<file path="config.mk">
export PLATFORM = sky130hd
export DESIGN_NAME = sha256_padder_flat
export DESIGN_NICKNAME = d
export VERILOG_FILES = /design/src/rtl/sha256_padder_if.sv /design/src/rtl/sha256_padder.sv /design/src/flat_wrapper.sv
export SDC_FILE = /design/constraint.sdc
export NUM_CORES = 1
export LEC_CHECK = 0
export BUFFER_PORTS_ARGS = -buffer_cell sky130_fd_sc_hd__buf_2
export CAP_MARGIN = 20
export CORE_AREA = 2 2 134 136
export CTS_BUF_LIST = sky130_fd_sc_hd__clkbuf_16
export CTS_CLUSTER_DIAMETER = 30
export DETAILED_ROUTE_END_ITERATION = 16
export DIE_AREA = 0 0 136 138
export GPL_TIMING_DRIVEN = 1
export SLEW_MARGIN = 0
export SYNTH_ARGS = -nofsm -noshare
export SYNTH_HDL_FRONTEND = slang
export SYNTH_SLANG_ARGS = --single-unit
</file>
<file path="constraint.sdc">
create_clock -name clk_i -period 4.7 [get_ports clk_i]
set_clock_uncertainty 0.05 [all_clocks]
set_input_delay 0.235 -clock clk_i [delete_from_list [all_inputs] [get_ports clk_i]]
set_output_delay 0.235 -clock clk_i [all_outputs]
set_load 0.01 [all_outputs]
</file>
<file path="src/rtl/sha256_padder_if.sv">
// sha256_padder_if: message-word stream in, padded-word FIFO writes out.
//   in_vld_i/in_rdy_o/in_dat_i : message-word handshake, big-endian bytes
//   fifo_full_i                : downstream programmable-full
//   fifo_wr_en_o/fifo_wr_dat_o : registered FIFO write strobe and data
interface sha256_padder_if;
  logic        in_vld_i;
  logic        in_rdy_o;
  logic [31:0] in_dat_i;
  logic        fifo_full_i;
  logic        fifo_wr_en_o;
  logic [31:0] fifo_wr_dat_o;
  modport master (output in_vld_i, in_dat_i, fifo_full_i, input in_rdy_o, fifo_wr_en_o, fifo_wr_dat_o);
  modport slave  (input in_vld_i, in_dat_i, fifo_full_i, output in_rdy_o, fifo_wr_en_o, fifo_wr_dat_o);
endinterface

</file>
<file path="src/rtl/sha256_padder.sv">
// sha256_padder: SHA-256 message padder emitting 32-bit words into a FIFO.
//   clk_i, rstn_i         : clock, async active-low reset
//   start_i, bit_len_i    : start a message of bit_len_i bits (IDLE only)
//   bus (slave)           : message-word stream and FIFO write port
//   ready_o, busy_o       : idle / message in progress
//   done_o                : one-cycle pulse after the length word is written
//   err_o                 : sticky, start rejected for non-byte length
//   blk_cnt_o             : 512-bit blocks emitted (only with SHA256_PAD_BLKCNT_EN)
module sha256_padder (
  input  logic        clk_i,
  input  logic        rstn_i,
  input  logic        start_i,
  input  logic [31:0] bit_len_i,
  sha256_padder_if.slave bus,
  output logic        ready_o,
  output logic        busy_o,
  output logic        done_o,
  output logic        err_o
`ifdef SHA256_PAD_BLKCNT_EN
  ,
  output logic [15:0] blk_cnt_o
`endif
);
  typedef enum logic [2:0] {IDLE, DATA, PAD80, ZERO, LEN_HI, LEN_LO} state_t;
  state_t      state_q, state_d, tail_st;
  logic [31:0] len_q, len_d, wr_dat_q, wr_dat_d, fin_dat;
  logic [27:0] rem_q, rem_d, ndw;
  logic [3:0]  widx_q, widx_d;
  logic        wr_en_q, wr_en_d, done_q, done_d, err_q, err_d;
  logic        go, last, len_ok;
  assign len_ok  = ~|bit_len_i[2:0];
  assign ndw     = {1'b0, bit_len_i[31:5]} + 28'(|bit_len_i[4:3]);
  assign last    = rem_q == 28'd1;
  // once the 0x80 byte is out, zero-fill until the length occupies slots 14/15
  assign tail_st = widx_q == 4'd13 ? LEN_HI : ZERO;
  // final data word keeps only its valid bytes and appends the 0x80 marker
  assign fin_dat = len_q[4:3] == 2'd1 ? {bus.in_dat_i[31:24], 24'h800000} :
                   len_q[4:3] == 2'd2 ? {bus.in_dat_i[31:16], 16'h8000} :
                   len_q[4:3] == 2'd3 ? {bus.in_dat_i[31:8], 8'h80} : bus.in_dat_i;
  // a word is produced this cycle only while the FIFO has room
  assign go = !bus.fifo_full_i && (state_q == DATA ? bus.in_vld_i : state_q != IDLE);
  assign bus.in_rdy_o      = state_q == DATA && !bus.fifo_full_i;
  assign bus.fifo_wr_en_o  = wr_en_q;
  assign bus.fifo_wr_dat_o = wr_dat_q;
  assign ready_o = state_q == IDLE;
  assign busy_o  = state_q != IDLE;
  assign done_o  = done_q;
  assign err_o   = err_q;
  always_comb begin
    state_d  = state_q;
    len_d    = len_q;
    rem_d    = rem_q;
    widx_d   = go ? widx_q + 4'd1 : widx_q;
    wr_en_d  = go;
    wr_dat_d = wr_dat_q;
    // the length word's strobe is visible in the first IDLE cycle
    done_d   = wr_en_q && state_q == IDLE;
    err_d    = err_q;
    case (state_q)
      IDLE: if (start_i) begin
        err_d = !len_ok;
        if (len_ok) begin
          len_d   = bit_len_i;
          rem_d   = ndw;
          widx_d  = 4'd0;
          state_d = ndw != 28'd0 ? DATA : PAD80;
        end
      end
      DATA: if (go) begin
        rem_d    = rem_q - 28'd1;
        wr_dat_d = last ? fin_dat : bus.in_dat_i;
        if (last) state_d = len_q[4:3] == 2'd0 ? PAD80 : tail_st;
      end
      PAD80: if (go) begin
        wr_dat_d = 32'h80000000;
        state_d  = tail_st;
      end
      ZERO: if (go) begin
        wr_dat_d = 32'h0;
        state_d  = tail_st;
      end
      LEN_HI: if (go) begin
        wr_dat_d = 32'h0;
        state_d  = LEN_LO;
      end
      LEN_LO: if (go) begin
        wr_dat_d = len_q;
        state_d  = IDLE;
      end
      default: state_d = IDLE;
    endcase
  end
  always_ff @(posedge clk_i or negedge rstn_i)
    if (!rstn_i) begin
      state_q  <= IDLE;
      len_q    <= '0;
      rem_q    <= '0;
      widx_q   <= '0;
      wr_en_q  <= 1'b0;
      wr_dat_q <= '0;
      done_q   <= 1'b0;
      err_q    <= 1'b0;
    end else begin
      state_q  <= state_d;
      len_q    <= len_d;
      rem_q    <= rem_d;
      widx_q   <= widx_d;
      wr_en_q  <= wr_en_d;
      wr_dat_q <= wr_dat_d;
      done_q   <= done_d;
      err_q    <= err_d;
    end
`ifdef SHA256_PAD_BLKCNT_EN
  logic [15:0] blk_q, blk_d;
  assign blk_cnt_o = blk_q;
  // a write in slot 15 closes a 512-bit block
  always_comb
    blk_d = (state_q == IDLE && start_i && len_ok) ? 16'd0 :
            (go && widx_q == 4'd15 && blk_q != 16'hFFFF) ? blk_q + 16'd1 : blk_q;
  always_ff @(posedge clk_i or negedge rstn_i)
    if (!rstn_i) blk_q <= '0;
    else blk_q <= blk_d;
`endif
endmodule

</file>
<file path="src/flat_wrapper.sv">
// flat-port wrapper written by rule: the top's interface ports become plain ports
module sha256_padder_flat 
  (clk_i, rstn_i, start_i, bit_len_i, ready_o, busy_o, done_o, err_o, bus_in_vld_i, bus_in_dat_i, bus_fifo_full_i, bus_in_rdy_o, bus_fifo_wr_en_o, bus_fifo_wr_dat_o);
  sha256_padder_if bus_i ();
  input  logic clk_i;
  input  logic rstn_i;
  input  logic start_i;
  input  logic [31:0] bit_len_i;
  output logic ready_o;
  output logic busy_o;
  output logic done_o;
  output logic err_o;
  input wire logic [$bits(bus_i.in_vld_i)-1:0] bus_in_vld_i;
  input wire logic [$bits(bus_i.in_dat_i)-1:0] bus_in_dat_i;
  input wire logic [$bits(bus_i.fifo_full_i)-1:0] bus_fifo_full_i;
  output wire logic [$bits(bus_i.in_rdy_o)-1:0] bus_in_rdy_o;
  output wire logic [$bits(bus_i.fifo_wr_en_o)-1:0] bus_fifo_wr_en_o;
  output wire logic [$bits(bus_i.fifo_wr_dat_o)-1:0] bus_fifo_wr_dat_o;
  assign bus_i.in_vld_i = bus_in_vld_i;
  assign bus_i.in_dat_i = bus_in_dat_i;
  assign bus_i.fifo_full_i = bus_fifo_full_i;
  assign bus_in_rdy_o = bus_i.in_rdy_o;
  assign bus_fifo_wr_en_o = bus_i.fifo_wr_en_o;
  assign bus_fifo_wr_dat_o = bus_i.fifo_wr_dat_o;
  sha256_padder u_core (.clk_i(clk_i), .rstn_i(rstn_i), .start_i(start_i), .bit_len_i(bit_len_i), .bus(bus_i), .ready_o(ready_o), .busy_o(busy_o), .done_o(done_o), .err_o(err_o));
endmodule
</file>
[After elaboration in Yosys (flattened, before gate mapping)]
Cells that the tools add are included.
Widths: inputs -> output; s select.
Storage, ports and cells
  output and inout port bits: 38
  logic and storage cells: 79
  flip-flop bits (word level): 102
  input port bits: 69
Operators by class
  equality and inequality tests: 19
  reduce and logical (&&, ||, !) cells: 19
  mux-type cells: 29
  add/subtract/negate cells: 3
  bitwise gates (word level): 1
Operators with widths (count)
  $mux 32: 4
  $pmux 32 s4: 1
  $mux 28: 3
  $pmux 28 s2: 1
  $mux 24: 2
  $add 27x1->28: 1
  $eq 28x1->1 const B: 1
  $reduce_bool 28->1: 1
  $sub 28x1->28 const B: 1
  $mux 3: 9
  $mux 16: 1
  $mux 4: 4
  $pmux 3 s5: 1
  $ne 2x1->1 const B: 7
  $mux 8: 1
  $reduce_and 7->1: 1
  $eq 3x2->1 const B: 2
  $eq 3x3->1 const B: 2
  $reduce_or 2->1: 3
  $reduce_and 5->1: 1
  $add 4x1->4 const B: 1
  $eq 2x2->1 const B: 2
  $eq 4x4->1 const B: 1
  $ne 2x2->1 const B: 2
  other kinds (16): 18

[Longest topological paths before layout]
  depth after elaboration: 7
  mapped depth: 11

[Least setup slack after synthesis]
No wires, ideal clock.
  path kind: input to register
  start: input bit_len_i[4]
  end: register u_core.state_q[0]
  setup time: 0.120 ns
  path slack: 2.165 ns
  required time: 4.530 ns
  data arrival time: 2.364 ns
  stages on the path: 10
  cells stage by stage: or2_2 -> ha_1 -> and3_1 -> clkbuf_1 -> nand3_1 -> nor4_1 -> mux2_2 -> nor4_1 -> nand4_1 -> a41o_1
Between the ends
  word-level cells in the longest chain between the ends: 7
Ends and longest elaborated chain
  start, declared: line flat_wrapper.sv:8  | input logic [31:0] bit_len_i;
  $reduce_or 2->1: line sha256_padder.sv:32  | assign ndw = {1'b0, bit_len_i[31:5]} + 28'(|bit_len_i[4:3]);
  $add 27x1->28: line sha256_padder.sv:32
  $reduce_bool 28->1: line sha256_padder.sv:66  | state_d = ndw != 28'd0 ? DATA : PAD80;
  $mux 2: line sha256_padder.sv:66
  $mux 3: line sha256_padder.sv:62  | if (len_ok) begin
  $mux 3: line sha256_padder.sv:60  | IDLE: if (start_i) begin
  $pmux 3 s5: line sha256_padder.sv:59  | case (state_q)
  end signal, assigned: line sha256_padder.sv:104  | state_q <= state_d;
  end, declared: line sha256_padder.sv:25  | state_t state_q, state_d, tail_st;
Every way passes these cells. The select of a mux whose other input is x is not followed.
A chain may end at the register's enable or synchronous reset.

[Final worst setup path]
  start: register u_core.state_q[1]
  end: register u_core.wr_dat_q[23] (netlist: u_core.bus.fifo_wr_dat_o[23])
Between the ends
  word-level cells in the longest chain between the ends: 5
  elaborated cells between the ends (all ways): 16
  classes of those cells: eq/ne (9); mux (2); reduce/logical (5)
Ends and longest elaborated chain
  $eq 3x1->1 / $reduce_bool 3->1 (equally long branches): line sha256_padder.sv:41  | assign go = !bus.fifo_full_i && (state_q == DATA ? bus.in_vld_i : state_q != IDLE);
  $mux 1 (*): line sha256_padder.sv:41
  $logic_and 1x1->1 (*): line sha256_padder.sv:41
  net u_core.go: line sha256_padder.sv:30  | logic go, last, len_ok;
  $ne 2x1->1 (no line)
  $reduce_and 5->1 (no line) (*)
  end signal, assigned: line sha256_padder.sv:109  | wr_dat_q <= wr_dat_d;
  end, declared: line sha256_padder.sv:26  | logic [31:0] len_q, len_d, wr_dat_q, wr_dat_d, fin_dat;
The timed path passes the listed nets; every way through them passes the cells marked *.

==> parameters.txt <==
Parameter                              Value

Place
  Final GP Congestion    0.928
  Count of buffers inserted at the top-level ports    between 100 and 150
  Placed wire-length estimate    about 12 mm

Logic synthesis
  Synthesized netlist cell count    around 710
  Sequential share of the synthesized area    between 40% and 50%
  Synth Flop Type    dfrtp_1
  Synth area leader    dfrtp_1
  Synthesized-area fraction occupied by ao, oa, aoi and oai cells    between 10% and 20%
  Synthesized flop and latch total    between 100 and 150
  Synth Area in XOR/XNOR    roughly 4.6%
  Syn Nets    785
  Mux share of post-synthesis cell area    less than 1%
  Adder and majority gate portion of the synthesized area    between 1.5 and 2%
  Cell with the most instances after synthesis    nand2_1
  Post-synth ARST share    100%
  Yosys warns    0
  Dominant combinational cell family by area after synthesis    simple AND/OR/NAND/NOR gates
  Synthesized area    0.00594 mm²
  Share of the synthesized area in the top cell type    a little over two fifths
  Simple-Gate Fraction of Synth Area    26.5%
  Number of enable-type register cells in the synthesized netlist    0
  Distinct cells, synth    60
  Commonest cells post-synth    nand2_1 (117), dfrtp_1 (102), nor2_1 (81), a21oi_1 (79), o21ai_0 (37)
  Avg Synthesized Cell Area    roughly 8.4 µm²
  Top cells by area in the synthesized netlist    dfrtp_1 (43%), nand2_1 (7.4%), a21oi_1 (6.7%)

Final layout
  Nets    a little under 900
  Count of inserted antenna diode cells    0
  Area growth, synth to finish    16.8%
  Share of final-layout standard cells stronger than drive strength 1    between 10% and 20%
  Filler Cells Inserted    between 1500 and 2000

Critical path
  CP endpoint    u_core.bus.fifo_wr_dat_o[23]
  Crit path DAT    3.10 ns
  Data required time of the critical path    ~4.9 ns
  Critical path class    reg2reg
  Critical Path Max Stage Delay    roughly 0.64 ns
  Ordered cell list for the critical path    nor2_1 > a21oi_1 > inv_1 > a211oi_4 > buf_4 > mux2_2
  Kind of launch point of the worst setup path    register
  Length in cells of the worst reg-to-reg path    6
  Maximum net fanout on the critical path    62
  Reg2reg setup slack    1.80 ns
  Slowest cell on the critical path    dfrtp_1
  End of the worst register-to-register path    u_core.bus.fifo_wr_dat_o[23]
  Element type at the critical path end    register
  Worst R2R Start    u_core.state_q[1]
  Worst setup path startpoint    u_core.state_q[1]

Global routing
  Number of global-route vias before repair    5046
  First-pass GRT wire length    around 26 mm
  Met1 track utilization from global routing    around 25%
  GR peak layer    met2
  Met3 track utilization from global routing    under 10%
  Total global-route track usage    between 10% and 20%
  Total global routing overflow    0
  Antenna violations before repair    0
  Met2 routing resource usage after global routing    27.5%
  Maximum number of pins on one net before global-route repair    72

CTS
  CTS root buf    clkbuf_16
  Worst-skew pair later-pin latency    roughly 0.35 ns
  Number of buffers inserted during clock tree synthesis    9
  Total clock sinks    between 100 and 150
  CTS tree    done
  Clock tree buffer depth    2
  H-Tree Level Count    3
  Buffers inserted by post-CTS timing repair    0
  CTS hold repair buffers    1
  Clk pin slew, worst setup/hold paths    roughly 0.070 ns
  Post-cts sizing count    0

Drt
  Via Count    between 5000 and 6000
  Post-route ant nets    0
  # DRC    0
  DRT Pass-1 Iters    5
  Detail-routed via count per cell    between 5 and 6
  Total wirelength of the detailed-routed design    roughly 17 mm
  Average routed wire per standard cell    ~16 µm
  Starting DRT DRC Count    roughly 380

STA
  Worst hold slack across all endpoints    ~0.035 ns
  Final number of max-transition violations    0
  Setup repair after global routing missed its margin    no
  Setup Viol. Count Final    0
  Worst slew slack as a fraction of its limit    33.5%
  Highest clock frequency the design can meet    approximately 0.34 GHz
  Transition at the pin with the smallest max-transition slack    between 0.9 and 1 ns
  Time the final worst path needs with I/O delays and setup    just under 3 ns
  Sum Neg Setup Slack    0 ns
  Count of final hold-check violations    0
  Period utilization    61.7%

Job
  Count of maximum capacitance violations    0

Floorplanning
  Number of placed I/O pins    107
  Starting density of the core    33.9%
  Die area    approximately 0.019 mm²
  # rows    49
  CORE AREA    0.0175 mm²
  Die outline width    136 µm
  Die height    ~140 µm

Worst hold path
  Startpoint of the lowest-slack hold path    bit_len_i[3]
  Worst min path class    in2reg

Status
  Outcome    complete, no violations

Power
  Highest ir drop seen on vdd    about 0.00021 V
  Areal power density over the cells    564 mW/mm²
  Standby leakage power    around 3 nW
worst min path at each step:
stage	endpoint	slack, ns	cells past startpoint
3_5_place_dp	u_core.widx_q[0]	0.37	1
4_1_cts	u_core.len_q[3]	0.03	3
6_report	u_core.len_q[3]	0.04	3
2_1_floorplan	u_core.bus.fifo_wr_dat_o[0]	-0.11	0
3_3_place_gp	u_core.widx_q[0]	0.37	1
5_1_grt	u_core.len_q[3]	0.06	3
power by group:
part           internal (mW)  total, mW  switching (mW)
clock network          0.368      0.730           0.362
logic                  0.618       1.61           0.988
registers               1.25       1.57           0.319
total                   2.24       3.91            1.67
sequential cells by signal, indices dropped and copies added, names as in the netlist:
signal                    count
u_core.rem_q                 28
u_core.err_o                  1
u_core.bus.fifo_wr_dat_o     32
u_core.done_o                 1
u_core.widx_q                 4
u_core.len_q                 32
u_core.state_q                3
u_core.bus.fifo_wr_en_o       1
cells by family (layout without fill, tap and decap cells):
group | Yosys count | count (layout)
xor+xnor | 31 | 31
flops | 102 | 102
fa+ha+maj | 8 | 8
mux | 5 | 5
buf+inv | 60 | 145
compound gates | 185 | 185
simple gates | 317 | 317
metrics by stage:
stage / total power [mW] / cell area, µm² / setup WS, ns / std cells / util (%)
detailed placement: 3.19 / 6640 / 1.82 / 1006 / 37.9
global placement: 3.16 / 6640 / 1.91 / 1006 / 37.9
finish: 3.91 / 6930 / 1.80 / 1022 / 39.5
CTS: 3.93 / 6930 / 1.82 / 1022 / 39.5
global route: 4.21 / 6930 / 1.57 / 1022 / 39.5
floorplan: 2.66 / 5940 / 2.17 / 708 / -
layout make-up:
cell class	count	area (µm²)	share of cell area, %
inverter	16	60.1	0.866
tap	229	287	4.13
multi-input combinational	546	3160	45.6
clock inverter	6	55.1	0.794
timing repair buffer	114	596	8.59
sequential	102	2550	36.8
clock buffer	9	225	3.25
layer usage:
layer | up-vias | wire length, µm
met1 | 2617 | 7940
met5 | - | 0
met2 | 141 | 7740
met4 | 0 | 265
li1 | 2655 | -
met3 | 20 | 784
cell usage in the layout (no fill, tap or decap), types with 4 or more instances in the layout:
master and count:
a21oi_1 79, a22o_1 4, a22oi_1 29, a32oi_1 4
and2_1 7, buf_2 105, buf_4 8, clkbuf_16 9
dfrtp_1 102, ha_1 8, inv_1 16, nand2_1 117
nand2b_1 4, nand3_1 27, nand4_1 5, nor2_1 80
nor2b_1 7, nor3_1 20, nor4_1 7, nor4_4 4
o21ai_0 37, o22ai_1 4, o31ai_1 4, or2_2 5
or4_1 5, xnor2_1 20, xor2_1 11
critical path, delay by kind of cell (launching register included):
kind	cells	cell delay (ns)
AO/OA/AOI/OAI	2	0.75
buffers and inverters	2	0.76
flip-flops	1	0.64
multiplexers	1	0.40
AND/OR/NAND/NOR	1	0.15
Note: power is estimated with default switching activity, not from simulation.
